--- src/rtl/ps2_rx_fifo.sv ---
// rtl/ps2_rx_fifo.sv - PS/2 receiver with clock debounce, frame checker and byte FIFO
module ps2_rx_fifo #(
  parameter int FILTER_LEN  = 8,
  parameter int FIFO_DEPTH  = 16,
  parameter int TIMEOUT_CYC = 100000
) (
  input  logic                        clk,
  input  logic                        rst,
  input  logic                        ps2_c,
  input  logic                        ps2_d,
  input  logic                        en,
  input  logic                        rd_en,
  output logic [7:0]                  data_out,
  output logic                        empty,
  output logic                        full,
  output logic [$clog2(FIFO_DEPTH):0] count,
  output logic                        done_tick,
  output logic                        parity_err,
  output logic                        frame_err,
  output logic                        overflow
);

  localparam int AW = $clog2(FIFO_DEPTH);
  localparam int TW = $clog2(TIMEOUT_CYC) + 1;
  localparam logic [AW:0]   DEPTH_L = (AW+1)'(FIFO_DEPTH);
  localparam logic [TW-1:0] TO_LAST = TW'(TIMEOUT_CYC - 1);

  typedef enum logic [1:0] {IDLE, SHIFT, CHECK} state_t;

  logic [FILTER_LEN-1:0] filt;
  logic                  fclk, fclk_d;
  logic                  fall_edge;

  state_t          state, state_n;
  logic [9:0]      sr, sr_n;
  logic [3:0]      bit_cnt, bit_n;
  logic [TW-1:0]   tcnt, tcnt_n;
  logic            push, pop;

  logic [7:0]      mem [FIFO_DEPTH];
  logic [AW-1:0]   wr_ptr, rd_ptr;

  // Debounce: filtered clock only changes once the whole window agrees.
  always_ff @(posedge clk or posedge rst) begin
    if (rst) begin
      filt   <= '0;
      fclk   <= 1'b0;
      fclk_d <= 1'b0;
    end else begin
      filt <= {filt[FILTER_LEN-2:0], ps2_c};
      if (&filt)
        fclk <= 1'b1;
      else if (~|filt)
        fclk <= 1'b0;
      fclk_d <= fclk;
    end
  end

  assign fall_edge = fclk_d & ~fclk;

  // Frame state and datapath registers.
  always_ff @(posedge clk or posedge rst) begin
    if (rst) begin
      state   <= IDLE;
      sr      <= '0;
      bit_cnt <= '0;
      tcnt    <= '0;
    end else begin
      state   <= state_n;
      sr      <= sr_n;
      bit_cnt <= bit_n;
      tcnt    <= tcnt_n;
    end
  end

  // Next-state, frame capture and one-cycle status pulses.
  always_comb begin
    state_n    = state;
    sr_n       = sr;
    bit_n      = bit_cnt;
    tcnt_n     = tcnt;
    done_tick  = 1'b0;
    parity_err = 1'b0;
    frame_err  = 1'b0;
    overflow   = 1'b0;
    push       = 1'b0;
    case (state)
      IDLE: begin
        tcnt_n = '0;
        bit_n  = '0;
        if (fall_edge && en && !ps2_d) begin
          state_n = SHIFT;
          sr_n    = '0;
        end
      end
      SHIFT: begin
        if (fall_edge) begin
          // LSB-first: after ten samples sr = {stop, parity, d7..d0}.
          sr_n   = {ps2_d, sr[9:1]};
          tcnt_n = '0;
          if (bit_cnt == 4'd9) begin
            state_n = CHECK;
            bit_n   = '0;
          end else begin
            bit_n = bit_cnt + 4'd1;
          end
        end else if (tcnt == TO_LAST) begin
          state_n   = IDLE;
          frame_err = 1'b1;
          sr_n      = '0;
          tcnt_n    = '0;
          bit_n     = '0;
        end else begin
          tcnt_n = tcnt + 1'b1;
        end
      end
      CHECK: begin
        state_n = IDLE;
        if (!sr[9])
          frame_err = 1'b1;
        else if (!(^sr[8:0]))
          parity_err = 1'b1;
        else begin
          done_tick = 1'b1;
          if (full)
            overflow = 1'b1;
          else
            push = 1'b1;
        end
      end
      default: state_n = IDLE;
    endcase
  end

  assign pop   = rd_en && !empty;
  assign empty = (count == '0);
  assign full  = (count == DEPTH_L);

  // FIFO pointers and occupancy; full is judged on the count before this cycle.
  always_ff @(posedge clk or posedge rst) begin
    if (rst) begin
      wr_ptr <= '0;
      rd_ptr <= '0;
      count  <= '0;
    end else begin
      if (push)
        wr_ptr <= wr_ptr + 1'b1;
      if (pop)
        rd_ptr <= rd_ptr + 1'b1;
      if (push && !pop)
        count <= count + 1'b1;
      else if (pop && !push)
        count <= count - 1'b1;
    end
  end

  // Byte storage; contents are only visible through the pointers.
  always_ff @(posedge clk) begin
    if (push)
      mem[wr_ptr] <= sr[7:0];
  end

  assign data_out = empty ? 8'h00 : mem[rd_ptr];

endmodule

--- config.mk ---
export PLATFORM = sky130hd
export DESIGN_NAME = ps2_rx_fifo
export DESIGN_NICKNAME = d
export VERILOG_FILES = /design/src/rtl/ps2_rx_fifo.sv
export SDC_FILE = /design/constraint.sdc
export NUM_CORES = 1
export LEC_CHECK = 0
export BUFFER_PORTS_ARGS = -buffer_cell sky130_fd_sc_hd__buf_2
export CAP_MARGIN = 0
export CORE_MARGIN = 3
export CORE_UTILIZATION = 50
export DETAILED_ROUTE_END_ITERATION = 12
export GPL_ROUTABILITY_DRIVEN = 0
export PLACE_DENSITY = 0.66
export SLEW_MARGIN = 20
export SYNTH_ARGS = -nofsm -noshare
export SYNTH_HDL_FRONTEND = slang
export SYNTH_SLANG_ARGS = --single-unit
--- constraint.sdc ---
create_clock -name clk -period 5.37 [get_ports clk]
set_clock_uncertainty 0.15 [all_clocks]
set_input_delay 0.2685 -clock clk [delete_from_list [all_inputs] [get_ports clk]]
set_output_delay 0.2685 -clock clk [all_outputs]
set_load 0.02 [all_outputs]
==> impl_metrics.py, run 1 <==
metrics = {
    "clock_network": {
        "clock_insertion_delay_worst_skew_ns": 0.42,
        "clk_pin_slew_worst_paths_ns": 0.07,
        "cts_tree": "done",
        "htree_levels": 4,
        "numCtsBuffers": 17,
        "ctsRootBufferMaster": "sky130_fd_sc_hd__clkbuf_16",
        "tritoncts_num_sinks": 185,
        "clk_path_buf_depth": 2,
    },
    "worst_setup_path": {
        "r2r_slack_ns": 1.67,
        "timing.reg2reg.worst_path_depth": 13,
        "critPathKind": "flop to flop",
        "startpoint_type": "flop",
        "critical_path_sink_type": "flop",
        "crit_arrival_ns": 3.90,
        "critical_path_peak_fanout": 19,
        "critical_path.reg2reg.endpoint": "count[4]",
        "worstPathRequired_ns": 5.57,
        "worstReg2RegStart": "sr[5]",
    },
    "floorplan": {
        "die-area_um2": 17400,
        "rows": 45,
        "fp.coreArea_um2": 15400,
        "die_w_um": 132,
        "dieHeight_um": 132,
        "initial_core_util_pct": 51.7,
        "ioPinCount": 25,
    },
    "drt": {
        "first_pass_iters": 5,
        "drt_first_iter_violations": 335,
        "num_vias": 4203,
        "ant_nets": 0,
        "post_drt_via_cell_ratio": 5.57,
        "postRouteWirelength_um": 15200,
        "drcViolationCount": 0,
        "routed_wire_length_per_instance_um": 20.2,
    },
    "sta": {
        "period_needed_ns": 3.70,
        "final_min_period_over_clock_period_pct": 68.8,
        "slew_viol_final": 0,
        "hold_viol_final": 0,
        "setup_total_negative_slack_ns": 0,
        "finalSetupViolCount": 0,
        "rsz_0062_raised_after_global_routing": "false",
        "max_slew.worst_pin.slew_ns": 1.13,
        "maxSlewHeadroom_pct": 24.4,
        "achievable-frequency_mhz": 270,
    },
    "layout": {
        "fillCellCount": 1190,
        "finalNonFillerCells": 754,
        "diodes": 0,
        "drive_above_1_share_pct": 21.9,
        "area_delta_synth_final_pct": 11.8,
        "nets": 553,
        "finished_layout_cell_area_um2": 8880,
        "fin_util_pct": 57.8,
    },
    "logic_synthesis": {
        "synth_seq_area_share_pct": 66.4,
        "synth-edff-count": 128,
        "yosys-top-cells-count": "128 x sky130_fd_sc_hd__edfxtp_1, 57 x sky130_fd_sc_hd__dfrtp_1, 40 x sky130_fd_sc_hd__mux4_2, 33 x sky130_fd_sc_hd__nand2_1, 30 x sky130_fd_sc_hd__nor2_1",
        "synthArstFlopShare_pct": 30.8,
        "mappedNetlistArea_um2": 7940,
        "yosys_warnings": 0,
        "synth_fp_nets": 521,
        "yosysTopAreaCell": "sky130_fd_sc_hd__edfxtp_1",
        "synth_top_cell_area_share_pct": 48.4,
        "netlist_top_cells_area": "sky130_fd_sc_hd__edfxtp_1 48%, sky130_fd_sc_hd__dfrtp_1 18%, sky130_fd_sc_hd__mux4_2 11%",
        "post_synth.cell_area_avg_um2": 15.9,
        "ys_dominant_reg_cell": "sky130_fd_sc_hd__edfxtp_1",
        "synth.most_common_cell": "sky130_fd_sc_hd__edfxtp_1",
        "ys_seq_elements": 185,
        "netlist-cell-type-count": 52,
        "synthCells": 498,
    },
    "worst_hold_path": {
        "hold_depth": 4,
        "min_delay_worst_endpoint": "rd_ptr[1]",
        "worstHoldStart": "rd_en",
        "holdCritPathClass": "input pin to flop",
    },
    "grt": {
        "grt_pass1_vias": 4417,
        "grtUsageTotal_pct": 18.6,
        "global_route.overflow_total": 0,
        "pin_count_of_the_biggest_net_entering_global_routing": 58,
        "grt_first_pass_wirelength_um": 24500,
        "initial_antenna_violation_count": 0,
    },
    "power_and_ir_drop": {
        "power_density_nw_per_um2": 455,
        "vdd_ir_drop_max_mv": 0.243,
        "cellLeakagePower_uw": 0.00330,
    },
    "place": {
        "placed_cell_area_um2": 8290,
        "dp.final_hpwl_um": 9600,
        "placedCellCount": 719,
        "numPortBuffers": 24,
    },
    "outcome": {
        "outcome": "completed",
    },
    "job": {
        "maxCapViolCount": 0,
    },
}
==> critical path, stage by stage (launching register included) <==
cell and delay (ns):
sky130_fd_sc_hd__dfrtp_1 0.69, sky130_fd_sc_hd__xor2_1 0.19, sky130_fd_sc_hd__xnor3_1 0.49, sky130_fd_sc_hd__xnor2_4 0.34
sky130_fd_sc_hd__nand3_4 0.13, sky130_fd_sc_hd__inv_1 0.09, sky130_fd_sc_hd__ha_1 0.21, sky130_fd_sc_hd__inv_1 0.10
sky130_fd_sc_hd__ha_1 0.29, sky130_fd_sc_hd__nor2b_1 0.13, sky130_fd_sc_hd__o21a_1 0.17, sky130_fd_sc_hd__or3_1 0.30
sky130_fd_sc_hd__a21oi_1 0.18, sky130_fd_sc_hd__xor2_1 0.15
==> logic make-up after synthesis <==
group,after synthesis,synth area share [%]
flops,185,66.4
simple gates,133,8.98
mux,55,13.3
buf+inv,45,2.39
compound gates,36,2.80
xor+xnor,27,3.39
fa+ha+maj,17,2.77
==> timing repair <==
item / 4_1_cts / 5_1_grt
buffers inserted: 0 / 0
gates resized for setup: 0 / 0
hold buffers: 3 / 0
endpoints found under the hold margin: 59 / 0
==> flip-flops by register name, indices dropped and copies added, names as in the netlist, 2 cells and up <==
name,cells
bit_cnt,4
count,5
filt,8
mem,128
rd_ptr,4
sr,10
state,2
tcnt,18
wr_ptr,4
==> how the worst max path moves through the flow <==
stage | start | endpoint | slack [ns] | cells past startpoint
global placement | sr[5] | count[4] | 1.77 | 13
finish | sr[5] | count[4] | 1.67 | 13
detailed placement | sr[5] | count[4] | 1.68 | 13
floorplan | sr[5] | count[4] | 2.03 | 13
global route | sr[5] | count[4] | 1.46 | 13
CTS | sr[5] | count[4] | 1.66 | 13
==> through the flow <==
| step | hold slack (ns) | worst slack (ns) | total power, µW |
|---|---|---|---|
| after floorplan | 0.150 | 2.03 | 2620 |
| after global placement | 0.218 | 1.77 | 2910 |
| after detailed placement | 0.211 | 1.68 | 2920 |
| after CTS | 0.126 | 1.66 | 4080 |
| after global routing | 0.149 | 1.46 | 4240 |
| final | 0.138 | 1.67 | 4040 |
==> cell usage in the layout, fill, tap and decap left out, drive strengths merged, types with 13 or more instances in the layout <==
master / synthesis / layout
nand3: 13 / 13
nor2: 31 / 31
nand2: 33 / 33
dfrtp: 57 / 57
xnor2: 16 / 16
o21ai: 18 / 18
mux4: 40 / 40
edfxtp: 128 / 128
mux2i: 13 / 13
ha: 16 / 16
inv: 26 / 29
clkbuf: 10 / 18
nand4: 14 / 14
buf: 9 / 29
==> routing by layer <==
| metal | wire length, µm | vias to the layer above | global-route usage (%) |
|---|---|---|---|
| li1 | - | 1944 | - |
| met1 | 6320 | 2149 | 24.0 |
| met2 | 8060 | 90 | 31.6 |
| met3 | 600 | 20 | 4.62 |
| met4 | 238 | 0 | 5.54 |
| met5 | 0 | - | 0 |
==> report_power, final <==
group | switching, µW | internal [µW]
combinational | 528 | 571
sequential | 201 | 1570
clock | 529 | 640
total | 1260 | 2780
==> final cells by class <==
type	instances	area (µm²)	share of cell area (%)
multi-input combinational	268	2500	28.2
timing repair buffer	32	188	2.11
tap	211	264	2.97
clock inverter	14	124	1.40
sequential	185	5270	59.4
clock buffer	18	429	4.83
inverter	26	97.6	1.10
(Power assumes the default switching activity.)
==> run 2: changes to the inputs <==
clock period = 3.9 ns   (was 5.37 ns; I/O delays follow)
==> run 2 against run 1 <==
  * Cell count rose by 2.8%
  * Critical path depth did not move
  * Maximum frequency rose by 6.9%
  * Combinational power rose by 48%
  * Critical path type unchanged
  * Largest cell class unchanged
==> impl_metrics.py, run 2 (synthesis results as in run 1) <==
metrics = {
    "power_and_ir_drop": {
        "comb_power_share_pct": 28.9,
        "switching_share_pct": 30.7,
        "total_switching_power_uw": 1730,
        "p_seq_share_pct": 41.7,
        "cellLeakagePower_uw": 0.00341,
        "power_density_nw_per_um2": 624,
        "vdd_ir_drop_max_mv": 0.315,
        "share_clk_of_total_power_pct": 29.4,
        "internal_power_uw": 3910,
    },
    "layout": {
        "fin_util_pct": 58.8,
        "reg_top3": "mem (128), tcnt (18), sr (10)",
        "max_flop_register": "mem",
        "drive_above_1_share_pct": 23.6,
        "largest_register_ff_count": 128,
        "nets": 574,
        "layout_commonest_cell": "sky130_fd_sc_hd__edfxtp_1",
        "most-common-layout-cells": "128 x sky130_fd_sc_hd__edfxtp_1, 56 x sky130_fd_sc_hd__dfrtp_1, 40 x sky130_fd_sc_hd__mux4_2",
        "diodes": 0,
        "area_delta_synth_final_pct": 13.9,
    },
    "worst_setup_path": {
        "critPathKind": "flop to flop",
        "crit_arrival_ns": 3.65,
        "startpoint_type": "flop",
        "critical_path_sink_type": "flop",
        "crit_chain": "xnor2_1, xnor2_1, xnor2_4, nand3_4, inv_1, ha_1, inv_1, ha_1, nor2b_1, o21a_1, or3_1, a21oi_1, xor2_1",
        "slowest_stage": "sky130_fd_sc_hd__dfrtp_1",
        "critical_path_peak_fanout": 19,
        "critical-path-top-delay-family": "XOR/XNOR gates",
        "cp_num_buf_inv": 2,
        "worstPathRequired_ns": 4.09,
        "critical_path.max_stage_delay_ns": 0.68,
    },
    "drt": {
        "postRouteWirelength_um": 15400,
        "first_pass_iters": 4,
        "drt_first_iter_violations": 252,
        "post_drt_via_cell_ratio": 5.59,
        "routed_wire_length_per_instance_um": 19.9,
        "num_vias": 4330,
        "drcViolationCount": 0,
        "ant_nets": 0,
    },
    "clock_network": {
        "ctsRootBufferMaster": "sky130_fd_sc_hd__clkbuf_16",
        "numCtsBuffers": 17,
        "clk_path_buf_depth": 2,
        "clock_insertion_delay_worst_skew_ns": 0.42,
        "clk_pin_slew_worst_paths_ns": 0.06,
        "cts_tree": "done",
        "htree_levels": 4,
        "tritoncts_num_sinks": 185,
    },
    "sta": {
        "setup_total_negative_slack_ns": 0,
        "layout_setup_ws_ns": 0.442,
        "final_min_period_over_clock_period_pct": 88.7,
        "hold_viol_final": 0,
        "achievable-frequency_mhz": 289,
        "rsz_0062_raised_after_global_routing": "false",
        "max_slew.worst_pin.slew_ns": 0.714,
        "maxSlewHeadroom_pct": 52.4,
        "period_needed_ns": 3.46,
        "slew_viol_final": 0,
        "finalSetupViolCount": 0,
    },
    "job": {
        "maxCapViolCount": 0,
    },
    "grt": {
        "grt_pass1_vias": 4594,
        "global_route.overflow_total": 0,
        "pin_count_of_the_biggest_net_entering_global_routing": 38,
        "grt_first_pass_wirelength_um": 25000,
        "initial_antenna_violation_count": 1,
        "grtUsageTotal_pct": 18.8,
    },
    "outcome": {
        "outcome": "completed",
    },
    "place": {
        "dp.final_hpwl_um": 10100,
        "dpl_worst_slack_ns": 0.444,
        "numPortBuffers": 24,
    },
    "floorplan": {
        "ioPinCount": 25,
        "fp.coreArea_um2": 15400,
        "dieHeight_um": 132,
        "initial_core_util_pct": 51.7,
        "die-area_um2": 17400,
        "rows": 45,
        "die_w_um": 132,
    },
    "worst_hold_path": {
        "holdCritPathClass": "input pin to flop",
    },
}
==> run 2: cell count changes in the layout (fill, tap and decap cells not counted), moves of 2 or more <==
cell | previous run | this run
sky130_fd_sc_hd__clkinv_2 | 4 | 1
sky130_fd_sc_hd__clkinv_1 | 0 | 3
sky130_fd_sc_hd__nor3_1 | 2 | 6
sky130_fd_sc_hd__nor3_2 | 4 | 0
sky130_fd_sc_hd__buf_4 | 5 | 25
sky130_fd_sc_hd__clkinv_4 | 2 | 0
==> run 2: stage by stage <==
step / area [µm²] / std cells / hold WS (ns) / power, µW
after floorplan: 7940 / 498 / 0.0764 / 3610
after global placement: 8440 / 740 / 0.0772 / 4010
after detailed placement: 8440 / 740 / 0.0835 / 4050
after CTS: 9040 / 775 / 0.00945 / 5710
after global routing: 9040 / 775 / 0.0537 / 5910
final: 9040 / 775 / 0.0322 / 5640
==> run 2: worst register-to-register path, cell delays in order (launching register included) <==
cell and delay [ns]:
sky130_fd_sc_hd__dfrtp_1 0.68, sky130_fd_sc_hd__xnor2_1 0.17, sky130_fd_sc_hd__xnor2_1 0.37, sky130_fd_sc_hd__xnor2_4 0.22, sky130_fd_sc_hd__nand3_4 0.13, sky130_fd_sc_hd__inv_1 0.09
sky130_fd_sc_hd__ha_1 0.22, sky130_fd_sc_hd__inv_1 0.11, sky130_fd_sc_hd__ha_1 0.30, sky130_fd_sc_hd__nor2b_1 0.14, sky130_fd_sc_hd__o21a_1 0.17, sky130_fd_sc_hd__or3_1 0.30
sky130_fd_sc_hd__a21oi_1 0.18, sky130_fd_sc_hd__xor2_1 0.15
==> run 2: path summary, 6_finish.rpt <==
check / startpoint / endpoint / slack, ns / cells after the start
min in group asynchronous: rst / count[0] / 0.19 / 3
worst max-delay path: sr[3] / count[4] / 0.44 / 13
worst min-delay path: rd_en / rd_ptr[1] / 0.03 / 4
worst min register to register: filt[5] / filt[6] / 0.24 / 0
worst max register to register: sr[3] / count[4] / 0.44 / 13
max in group asynchronous: rst / filt[6] / 2.57 / 4
==> run 2: power by group through the flow <==
stage                     clock network, µW  registers (µW)  logic, µW
after floorplan                           0            2300       1320
after global placement                    0            2390       1620
after detailed placement                  0            2400       1650
after CTS                              1700            2360       1660
after global routing                   1770            2370       1760
final                                  1660            2350       1630
==> run 2: timing repair <==
item / 4_1_cts / 5_1_grt
endpoints found under the hold margin: 22 / 0
setup buffers: 0 / 0
gates resized for setup: 0 / 0
hold buffers: 3 / 0
==> run 2: area by class of cell <==
type	count	area (µm²)
clock inverters	15	146
inverters	26	97.6
well taps	211	264
fillers	1179	6330
multi-input cells	268	2480
repair buffers	53	358
flip-flops and latches	185	5270
clock buffers	17	425
==> run 2: layer usage <==
metal	up-vias	track usage [%]	part of all wire (%)
met5	-	0	0
met2	95	32.5	52
met4	0	7.23	2.4
met1	2219	23.8	42
met3	30	3.32	3.4
li1	1986	-	-
==> run 3: changes to the inputs <==
--- a/config.mk
+++ b/config.mk
@@ -9,8 +9,7 @@
 export CAP_MARGIN = 0
 export CORE_MARGIN = 3
-export CORE_UTILIZATION = 50
+export CORE_UTILIZATION = 26
 export DETAILED_ROUTE_END_ITERATION = 12
 export GPL_ROUTABILITY_DRIVEN = 0
-export PLACE_DENSITY = 0.66
 export SLEW_MARGIN = 20
 export SYNTH_ARGS = -nofsm -noshare
==> constraint.sdc (replaced) <==
create_clock -name clk -period 3.9 [get_ports clk]
set_clock_uncertainty 0.15 [all_clocks]
set_input_delay 0.585 -clock clk [delete_from_list [all_inputs] [get_ports clk]]
set_output_delay 0.585 -clock clk [all_outputs]
set_load 0.02 [all_outputs]
==> run 3 against run 2 <==
  * Sequential share of layout area decreased by 1.4 points
  * Sequential cell count unchanged
  * Clock-buffer cell count unchanged
  * Non-clock buffer count decreased by 4
  * Total power increased by 1.5%
  * Critical path depth unchanged
  * Cell count increased by 23%
  * Global-route usage decreased by 8.8 points
  * Worst setup slack improved by 0.092 ns
  * Largest cell class unchanged
  * Core utilization decreased by 28 points
  * Hold slack improved by 0.030 ns
==> impl_metrics.py, run 3 (synthesis results as in run 1) <==
metrics = {
    "worst_setup_path": {
        "crit_arrival_ns": 3.57,
        "critical_path_peak_fanout": 8,
        "startpoint_type": "flop",
        "slowest_stage": "sky130_fd_sc_hd__xnor3_1",
        "critical_path_sink_type": "flop",
        "critical-path-top-delay-family": "XOR/XNOR gates",
        "cp_num_buf_inv": 2,
        "worstPathRequired_ns": 4.10,
        "critPathKind": "flop to flop",
        "crit_chain": "xor2_1, xnor3_1, xnor2_4, nand3_4, inv_1, ha_1, inv_1, ha_1, nor2b_1, o21a_1, or3_1, a21oi_1, xor2_1",
        "critical_path.max_stage_delay_ns": 0.49,
    },
    "clock_network": {
        "ctsRootBufferMaster": "sky130_fd_sc_hd__clkbuf_16",
        "clk_path_buf_depth": 2,
        "setup_bufs_post_cts": 0,
        "cts_tree": "done",
        "clk_pin_slew_worst_paths_ns": 0.07,
        "tritoncts_num_sinks": 185,
        "numCtsBuffers": 17,
        "hold_buffers": 0,
        "htree_levels": 4,
        "ctsResizeCount": 0,
        "clock_insertion_delay_worst_skew_ns": 0.42,
    },
    "drt": {
        "drcViolationCount": 0,
        "first_pass_iters": 6,
        "drt_first_iter_violations": 248,
        "postRouteWirelength_um": 15500,
        "routed_wire_length_per_instance_um": 16.4,
        "ant_nets": 0,
        "post_drt_via_cell_ratio": 4.42,
        "num_vias": 4202,
    },
    "sta": {
        "achievable-frequency_mhz": 297,
        "hold_viol_final": 0,
        "max_slew.worst_pin.slew_ns": 0.762,
        "final_min_period_over_clock_period_pct": 86.3,
        "setup_total_negative_slack_ns": 0,
        "finalSetupViolCount": 0,
        "period_needed_ns": 3.37,
        "rsz_0062_raised_after_global_routing": "false",
        "maxSlewHeadroom_pct": 49.0,
        "layout_setup_ws_ns": 0.535,
        "slew_viol_final": 0,
        "timing.hold.ws_ns": 0.0620,
    },
    "layout": {
        "finished_layout_cell_area_um2": 9270,
        "max_flop_register": "mem",
        "diodes": 0,
        "nets": 570,
        "layout_commonest_cell": "sky130_fd_sc_hd__edfxtp_1",
        "area_delta_synth_final_pct": 16.7,
        "most-common-layout-cells": "128 x sky130_fd_sc_hd__edfxtp_1, 56 x sky130_fd_sc_hd__dfrtp_1, 40 x sky130_fd_sc_hd__mux4_2",
        "reg_top3": "mem (128), tcnt (18), sr (10)",
        "largest_register_ff_count": 128,
        "drive_above_1_share_pct": 24.1,
        "fin_util_pct": 31.0,
    },
    "grt": {
        "grtUsageTotal_pct": 9.99,
        "grt_pass1_vias": 4384,
        "initial_antenna_violation_count": 1,
        "pin_count_of_the_biggest_net_entering_global_routing": 36,
        "global_route.overflow_total": 0,
        "grt_first_pass_wirelength_um": 25300,
    },
    "power_and_ir_drop": {
        "power_density_nw_per_um2": 618,
        "cellLeakagePower_uw": 0.00342,
        "vdd_ir_drop_max_mv": 0.328,
    },
    "outcome": {
        "outcome": "completed",
    },
    "floorplan": {
        "ioPinCount": 25,
        "die-area_um2": 32700,
        "die_w_um": 181,
        "rows": 63,
        "initial_core_util_pct": 26.6,
        "fp.coreArea_um2": 29900,
        "dieHeight_um": 181,
    },
    "job": {
        "maxCapViolCount": 0,
    },
    "worst_hold_path": {
        "holdCritPathClass": "input pin to async pin",
    },
    "place": {
        "numPortBuffers": 24,
        "dpl_worst_slack_ns": 0.551,
        "dp.final_hpwl_um": 9990,
        "placed_cell_area_um2": 8660,
    },
}
[run 3: cell types whose count changed in the layout (fill, tap and decap cells not counted), moves of 2 or more]
cell	previous run	this run
sky130_fd_sc_hd__clkinvlp_4	4	1
sky130_fd_sc_hd__dlygate4sd3_1	3	0
sky130_fd_sc_hd__inv_6	4	2
sky130_fd_sc_hd__clkinv_1	3	0
sky130_fd_sc_hd__clkinv_4	0	2
sky130_fd_sc_hd__bufinv_16	2	0
sky130_fd_sc_hd__inv_12	0	2
sky130_fd_sc_hd__inv_8	0	4
sky130_fd_sc_hd__clkinv_8	0	4
[run 3: final cells by class]
class	instances	area (µm²)
timing repair buffer	49	320
clock inverter	15	185
inverter	26	97.6
multi-input combinational	268	2480
clock buffer	17	425
tap	390	488
sequential	185	5270
fill	2917	20600
[run 3: path summary, 6_finish.rpt]
path                       startpoint         to  slack [ns]  cells past startpoint
hold reg to reg               filt[5]    filt[6]        0.23                      0
hold / removal                    rst    tcnt[0]        0.06                      2
setup reg to reg                sr[5]   count[4]        0.53                     13
max in group asynchronous         rst  rd_ptr[0]        2.69                      3
min in group clk                ps2_c    filt[0]        0.12                      1
setup / recovery                sr[5]   count[4]        0.53                     13
[run 3: routing by layer]
layer  vias to the layer above  GRT usage [%]  part of all wire [%]
li1                       1971              -                     -
met1                      2138           13.2                    46
met2                        82           16.3                    49
met3                        11           2.60                   4.3
met4                         0           2.86                   1.2
met5                         -              0                     0
[run 3: metrics by stage]
step	total power [µW]	std cells
final	5730	950
after detailed placement	4060	918
after CTS	5810	950
after global routing	6050	950
after global placement	4060	918
after floorplan	3610	498
[run 3: report_power, final]
group / internal (µW) / switching, µW / total, µW
sequential: 2160 / 138 / 2300
combinational: 799 / 881 / 1680
clock: 878 / 866 / 1740
total: 3840 / 1890 / 5730
[run 3: worst reg2reg max path: stages, from the launching register on]
cell	delay, ns
sky130_fd_sc_hd__dfrtp_1	0.39
sky130_fd_sc_hd__xor2_1	0.15
sky130_fd_sc_hd__xnor3_1	0.50
sky130_fd_sc_hd__xnor2_4	0.32
sky130_fd_sc_hd__nand3_4	0.13
sky130_fd_sc_hd__inv_1	0.09
sky130_fd_sc_hd__ha_1	0.21
sky130_fd_sc_hd__inv_1	0.11
sky130_fd_sc_hd__ha_1	0.30
sky130_fd_sc_hd__nor2b_1	0.14
sky130_fd_sc_hd__o21a_1	0.17
sky130_fd_sc_hd__or3_1	0.30
sky130_fd_sc_hd__a21oi_1	0.18
sky130_fd_sc_hd__xor2_1	0.16
